## src/rtl/sum_pkg.sv

```systemverilog
// Shared constants, state encoding and slice-count helper for the serial adder.
package sum_pkg;

    localparam int unsigned SLICE_W = 4;

    typedef enum logic [1:0] {
        IDLE = 2'd0,
        ADD  = 2'd1,
        DONE = 2'd2
    } state_e;

    function automatic int unsigned n_slices(input int unsigned width);
        return width / SLICE_W;
    endfunction

endpackage

```

## src/rtl/sum_4bits_c.sv

```systemverilog
// Combinational 4-bit adder slice with carry in/out.
module sum_4bits_c
    import sum_pkg::*;
(
    input  logic               cin,
    input  logic [SLICE_W-1:0] a,
    input  logic [SLICE_W-1:0] b,
    output logic [SLICE_W-1:0] f,
    output logic               cout
);

    localparam int unsigned SUM_W = SLICE_W + 1;

    always_comb begin
        {cout, f} = {1'b0, a} + {1'b0, b} + SUM_W'(cin);
    end

endmodule

```

## src/rtl/sum_serial_ctrl.sv

```systemverilog
// Serial WIDTH-bit adder reusing one 4-bit slice, LS nibble first.
// Define SUM_CARRY_OUT_EN to expose the registered final carry on c_out.
module sum_serial_ctrl
    import sum_pkg::*;
#(
    parameter int unsigned WIDTH = 16
) (
    input  logic             clk,
    input  logic             rst,
    input  logic             start,
    input  logic [WIDTH-1:0] a,
    input  logic [WIDTH-1:0] b,
    output logic             ready,
    output logic             busy,
    output logic             done,
    output logic [WIDTH-1:0] f
`ifdef SUM_CARRY_OUT_EN
    ,
    output logic             c_out
`endif
);

    localparam int unsigned N_SLICES = n_slices(WIDTH);
    localparam int unsigned IDX_W    = (N_SLICES > 1) ? $clog2(N_SLICES) : 1;

    state_e             state_q, state_d;
    logic [IDX_W-1:0]   idx_q, idx_d;
    logic               carry_q, carry_d;
    logic [WIDTH-1:0]   a_q, a_d;
    logic [WIDTH-1:0]   b_q, b_d;
    logic [WIDTH-1:0]   acc_q, acc_d;
    logic [WIDTH-1:0]   f_q, f_d;
`ifdef SUM_CARRY_OUT_EN
    logic               cout_q, cout_d;
`endif

    logic [SLICE_W-1:0] slice_a, slice_b, slice_f;
    logic               slice_co;

    sum_4bits_c u_slice (
        .cin  (carry_q),
        .a    (slice_a),
        .b    (slice_b),
        .f    (slice_f),
        .cout (slice_co)
    );

    // Operand nibble select for the current slice index.
    always_comb begin
        slice_a = '0;
        slice_b = '0;
        for (int unsigned i = 0; i < N_SLICES; i++) begin
            if (idx_q == IDX_W'(i)) begin
                slice_a = a_q[i*SLICE_W +: SLICE_W];
                slice_b = b_q[i*SLICE_W +: SLICE_W];
            end
        end
    end

    always_ff @(posedge clk or posedge rst) begin
        if (rst) begin
            state_q <= IDLE;
            idx_q   <= '0;
            carry_q <= 1'b0;
            a_q     <= '0;
            b_q     <= '0;
            acc_q   <= '0;
            f_q     <= '0;
`ifdef SUM_CARRY_OUT_EN
            cout_q  <= 1'b0;
`endif
        end else begin
            state_q <= state_d;
            idx_q   <= idx_d;
            carry_q <= carry_d;
            a_q     <= a_d;
            b_q     <= b_d;
            acc_q   <= acc_d;
            f_q     <= f_d;
`ifdef SUM_CARRY_OUT_EN
            cout_q  <= cout_d;
`endif
        end
    end

    always_comb begin
        state_d = state_q;
        idx_d   = idx_q;
        carry_d = carry_q;
        a_d     = a_q;
        b_d     = b_q;
        acc_d   = acc_q;
        f_d     = f_q;
`ifdef SUM_CARRY_OUT_EN
        cout_d  = cout_q;
`endif
        ready   = 1'b0;
        busy    = 1'b0;
        done    = 1'b0;

        case (state_q)
            IDLE: begin
                ready = 1'b1;
                if (start) begin
                    a_d     = a;
                    b_d     = b;
                    idx_d   = '0;
                    carry_d = 1'b0;
                    state_d = ADD;
                end
            end
            ADD: begin
                busy = 1'b1;
                for (int unsigned i = 0; i < N_SLICES; i++) begin
                    if (idx_q == IDX_W'(i)) begin
                        acc_d[i*SLICE_W +: SLICE_W] = slice_f;
                    end
                end
                carry_d = slice_co;
                idx_d   = idx_q + IDX_W'(1);
                // Last slice: publish the completed accumulator.
                if (idx_q == IDX_W'(N_SLICES - 1)) begin
                    f_d     = acc_d;
`ifdef SUM_CARRY_OUT_EN
                    cout_d  = slice_co;
`endif
                    state_d = DONE;
                end
            end
            DONE: begin
                done    = 1'b1;
                state_d = IDLE;
            end
            default: begin
                state_d = IDLE;
            end
        endcase
    end

    assign f = f_q;
`ifdef SUM_CARRY_OUT_EN
    assign c_out = cout_q;
`endif

endmodule

```

## config.mk

```make
export PLATFORM = sky130hd
export DESIGN_NAME = sum_serial_ctrl
export DESIGN_NICKNAME = d
export VERILOG_FILES = /design/src/rtl/sum_pkg.sv /design/src/rtl/sum_4bits_c.sv /design/src/rtl/sum_serial_ctrl.sv
export SDC_FILE = /design/constraint.sdc
export NUM_CORES = 1
export LEC_CHECK = 0
export BUFFER_PORTS_ARGS = -buffer_cell sky130_fd_sc_hd__buf_2
export CAP_MARGIN = 40
export CORE_ASPECT_RATIO = 0.75
export CORE_MARGIN = 5
export CORE_UTILIZATION = 44
export DETAILED_ROUTE_END_ITERATION = 6
export PLACE_DENSITY = 0.72
export REMOVE_ABC_BUFFERS = 1
export SYNTH_ARGS = -nofsm -noshare
export SYNTH_HDL_FRONTEND = slang
export SYNTH_HIERARCHICAL = 1
export SYNTH_SLANG_ARGS = --single-unit
```

## constraint.sdc

```tcl
create_clock -name clk -period 5.9 [get_ports clk]
set_input_delay 1.18 -clock clk [delete_from_list [all_inputs] [get_ports clk]]
set_output_delay 1.18 -clock clk [all_outputs]
set_load 0.01 [all_outputs]
```

==> flow_results.org <==
** Die
- The die covers 8511 µm².
- For this configuration, the core starts out at a cell density of a little under half.
- Cell row count :: 25
- Floorplan core area :: 6444 µm²
- Number of I/O pins :: 54
- Die outline width :: 104.9 µm
- Die Ht :: 81.16 µm

** Synthesis
- By area, the combinational part of the netlist is dominated by multiplexers.
- Summing the areas of all and, or, nand and nor instances in the mapped netlist gives 5.307% of the synthesized area.
- Of the synthesized area, sequential elements account for between 50 and 60%.
- The synthesized netlist devotes 0.5897% of its cell area to XOR and XNOR gates.
- Cell count after synthesis :: 231
- Multiplexer area fraction after synthesis :: 22.24%
- Per-instance average area after synthesis :: between 10 and 15 µm²
- Area of the mapped netlist :: 2970 µm²
- Area share of fa/ha/maj cells after synthesis :: 4.297%
- Synth warn :: 6
- The synthesized netlist devotes 8.719% of its cell area to compound gates.
- FF+latch count, synth :: 65
- In this run, distinct cell masters in the synthesized netlist total 31.

** Power and ir drop
- Power density normalized to cell area :: roughly 720 nW/µm²
- VDD IR-drop max :: 0.0003075 V
- Leakage power total :: ~1.7 nW
- After layout, the design draws a total of 2.531 mW.

** Clocking
- Clock network latency to the later pin of the worst-skew pair :: 0.34 ns
- Count of hold buffers inserted by post-cts repair :: 0
- Clock-pin slew was measured on the worst setup and hold paths at 0.07 ns.
- Number of H-tree levels :: 3
- TritonCTS clock tree :: done
- Buffer depth of the longest clock path :: 2
- Sink Count :: between 60 and 70
- Number of CTS-inserted buffers :: 9
- Number of setup buffers added after CTS :: 0
- Number of cells upsized or downsized after cts :: 0
- CTS placed an instance of sky130_fd_sc_hd__clkbuf_8 at the clock tree root.

** Timing
- Clock tree skew after final layout :: 0.006933 ns
- Dividing the final minimum period by the clock period gives 57.07%.
- Transition at the pin with the smallest max-transition slack :: a little over 0.8 ns
- Worst Setup Slack, final :: 2.533 ns
- Minimum clock period :: around 3.4 ns
- Static timing analysis puts the maximum clock frequency at 297.0 MHz.
- Setup violations remaining at the end of the flow were counted as 0.
- Normalized max-slew margin :: between 40% and 50%
- Setup repair after global routing left no endpoint under its margin.
- Setup TNS :: 0 ns
- Across all hold checks on the routed design, the worst slack comes to 0.4789 ns.
- Pins over their slew limit :: 0
- Final hold vios :: 0

** Worst hold path
- Cells on Worst Hold Path :: 2
- In this run the worst hold path is classified as reg2reg.

** Worst setup path
- The slowest stage of the critical path belongs to the cell sky130_fd_sc_hd__nor2b_1.
- STA classifies the critical path startpoint as a register.
- The worst setup path is captured at a register.
- The critical path goes through inv_1, ha_1, nor2b_1, a22oi_1, a21oi_1, fa_1, inv_1, fa_1, xnor2_1, mux2i_1, o21ai_0.
- Data on the critical path is required at its endpoint by around 6.2 ns.
- Max Fanout on Critical Path :: 14
- Length in cells of the worst reg-to-reg path :: 11
- Category of the critical setup timing path :: reg2reg
- Data on the critical path arrives at its endpoint at between 3 and 4 ns.
- Max incr delay on CP :: 0.58 ns

** Global routing
- Wire length of the first global-routing pass :: 10.54 mm
- Initial antenna violation count :: 0
- Via count of the first global-routing pass :: 2100
- For this run the aggregate overflow at the end of global routing stands at 0.
- In the global route stage, overall resource usage came out at 15.76%.
- Entering global routing, the biggest net connects 66 pins.

** Place
- Post-DP HPWL :: between 4 and 5 mm
- Setup slack after placement :: 2.522 ns
- The congestion estimate from routability-driven global placement came to 0.7969.
- I/O Buffers :: between 50 and 60

** Final layout
- Number of fill cells :: between 500 and 600
- Final core utilization :: a little over half
- Final layout net count :: 330
- The area growth from synthesis to layout is 19.04%.
- Layout cells sized above 1 :: 42.27%
- The number of antenna diodes in the final layout is 0.

** Detailed routing
- Vias per Instance :: 5.099
- The final layout contains routed wiring with a total length of roughly 5.9 mm.
- The detailed router placed 1897 vias in this run.
- The detail route stage leaves a number of antenna-violating nets equal to 0.
- After detailed routing, the average wire length per cell comes to between 15 and 20 µm.
- Residual DRC :: 0
- The detailed router finished its first iteration with 85 violations.
- The pre-antenna-repair detailed-routing pass consisted of 4 iterations.

** Flow run
- Maximum capacitance violations :: 0

** Status
- The run finished with clean final reports.
## cell usage after synthesis
master	n	area, µm²
sky130_fd_sc_hd__a21o_1	2	15.01
sky130_fd_sc_hd__mux2i_1	12	120.1
sky130_fd_sc_hd__a21oi_1	7	35.03
sky130_fd_sc_hd__nand2b_1	2	12.51
sky130_fd_sc_hd__o21ai_0	16	80.08
sky130_fd_sc_hd__or3_1	1	6.260
sky130_fd_sc_hd__nor2b_1	2	12.51
sky130_fd_sc_hd__xnor2_1	2	17.52
sky130_fd_sc_hd__buf_2	4	20.02
sky130_fd_sc_hd__a221oi_1	1	8.760
sky130_fd_sc_hd__ha_1	7	87.58
sky130_fd_sc_hd__clkbuf_1	2	7.510
sky130_fd_sc_hd__mux2_2	44	495.5
sky130_fd_sc_hd__mux2_4	3	45.04
sky130_fd_sc_hd__nor3b_1	1	7.510
sky130_fd_sc_hd__inv_1	10	37.54
sky130_fd_sc_hd__buf_6	4	45.04
sky130_fd_sc_hd__nand2_1	19	71.32
sky130_fd_sc_hd__o31ai_1	1	7.510
sky130_fd_sc_hd__fa_1	2	40.04
sky130_fd_sc_hd__dfrtp_1	65	1627
sky130_fd_sc_hd__inv_2	1	3.750
sky130_fd_sc_hd__o22ai_1	7	43.79
sky130_fd_sc_hd__nor2_1	2	7.510
sky130_fd_sc_hd__and2b_1	1	7.510
sky130_fd_sc_hd__a22oi_1	8	60.06
sky130_fd_sc_hd__nand2b_2	1	8.760
sky130_fd_sc_hd__nor3b_2	1	12.51
sky130_fd_sc_hd__a21oi_2	1	8.760
sky130_fd_sc_hd__buf_4	1	7.510
sky130_fd_sc_hd__nand3b_2	1	11.26
## worst max-delay path, delay by kind of cell (launching register included)
| kind | cells | cell delay, ns |
|---|---|---|
| adder cells (fa/ha/maj) | 3 | 1.03 |
| AND/OR/NAND/NOR | 1 | 0.58 |
| AO/OA/AOI/OAI | 3 | 0.56 |
| XOR/XNOR | 1 | 0.43 |
| flip-flops | 1 | 0.38 |
| buffers and inverters | 2 | 0.15 |
| multiplexers | 1 | 0.14 |
## kinds of logic after synthesis
logic type      Yosys count
compound gates           43
xor+xnor                  2
fa+ha+maj                 9
buf+inv                  22
flops                    65
mux                      59
simple gates             31
## cells in the final DEF, fill, tap and decap left out, types with 2 or more instances in the layout
master                      count
sky130_fd_sc_hd__o21ai_0       16
sky130_fd_sc_hd__clkinv_2       2
sky130_fd_sc_hd__mux2_4         3
sky130_fd_sc_hd__ha_1           7
sky130_fd_sc_hd__o22ai_1        7
sky130_fd_sc_hd__clkbuf_8       9
sky130_fd_sc_hd__mux2_2        44
sky130_fd_sc_hd__mux2i_1       12
sky130_fd_sc_hd__dfrtp_1       65
sky130_fd_sc_hd__xnor2_1        2
sky130_fd_sc_hd__nand2_1       19
sky130_fd_sc_hd__buf_4          2
sky130_fd_sc_hd__nor2b_1        2
sky130_fd_sc_hd__inv_1          9
sky130_fd_sc_hd__a21o_1         2
sky130_fd_sc_hd__a22oi_1        8
sky130_fd_sc_hd__a21oi_1        7
sky130_fd_sc_hd__inv_2          2
sky130_fd_sc_hd__bufinv_16      4
sky130_fd_sc_hd__nand2b_1       2
sky130_fd_sc_hd__fa_1           2
sky130_fd_sc_hd__buf_2         53
sky130_fd_sc_hd__nor2_1         2
## stage by stage
stage | instances | area, µm²
6_report | 372 | 3536
2_1_floorplan | 220 | 2890
5_1_grt | 372 | 3536
3_3_place_gp | 356 | 3278
3_5_place_dp | 356 | 3278
4_1_cts | 372 | 3536
## final cells by class
cell class              count  area (µm²)  share of cell area (%)
inverters                  11       41.29                   1.168
clock inverters             6       130.1                   3.680
flip-flops and latches     65        1627                   46.00
well taps                  81       101.3                   2.866
multi-input cells         144        1229                   34.75
clock buffers              10       127.6                   3.609
repair buffers             55       280.3                   7.926
## where the power goes
part / switching, mW / total [mW] / leakage (nW) / internal (mW)
clock: 0.169 / 0.491 / 0.130 / 0.322
sequential: 0.125 / 0.799 / 0.782 / 0.674
combinational: 0.670 / 1.24 / 0.752 / 0.571
total: 0.963 / 2.53 / 1.66 / 1.57
## metal layers
| metal | global-route usage [%] | vias up | routed length (µm) |
|---|---|---|---|
| met1 | 20.69 | 926 | 2858 |
| met3 | 6.354 | 10 | 348 |
| li1 | - | 922 | - |
| met4 | 4.981 | 0 | 83 |
| met5 | 0 | - | 0 |
| met2 | 24.06 | 39 | 2633 |
## worst paths after layout
check / start / end / slack [ns]
max: idx_q[1] / f[10] / 2.53
min: f[3] / f[3] / 0.48
max reg2reg: idx_q[1] / f[10] / 2.53
min reg2reg: f[3] / f[3] / 0.48
max in group asynchronous: rst / acc_q[3] / 4.30
min in group asynchronous: rst / acc_q[10] / 1.06
## flip-flops by register name, indices dropped and copies added, names as in the netlist
name     flops
b_q         16
idx_q        2
carry_q      1
acc_q       12
state_q      2
f           16
a_q         16
Power figures use the tool's default switching activity.
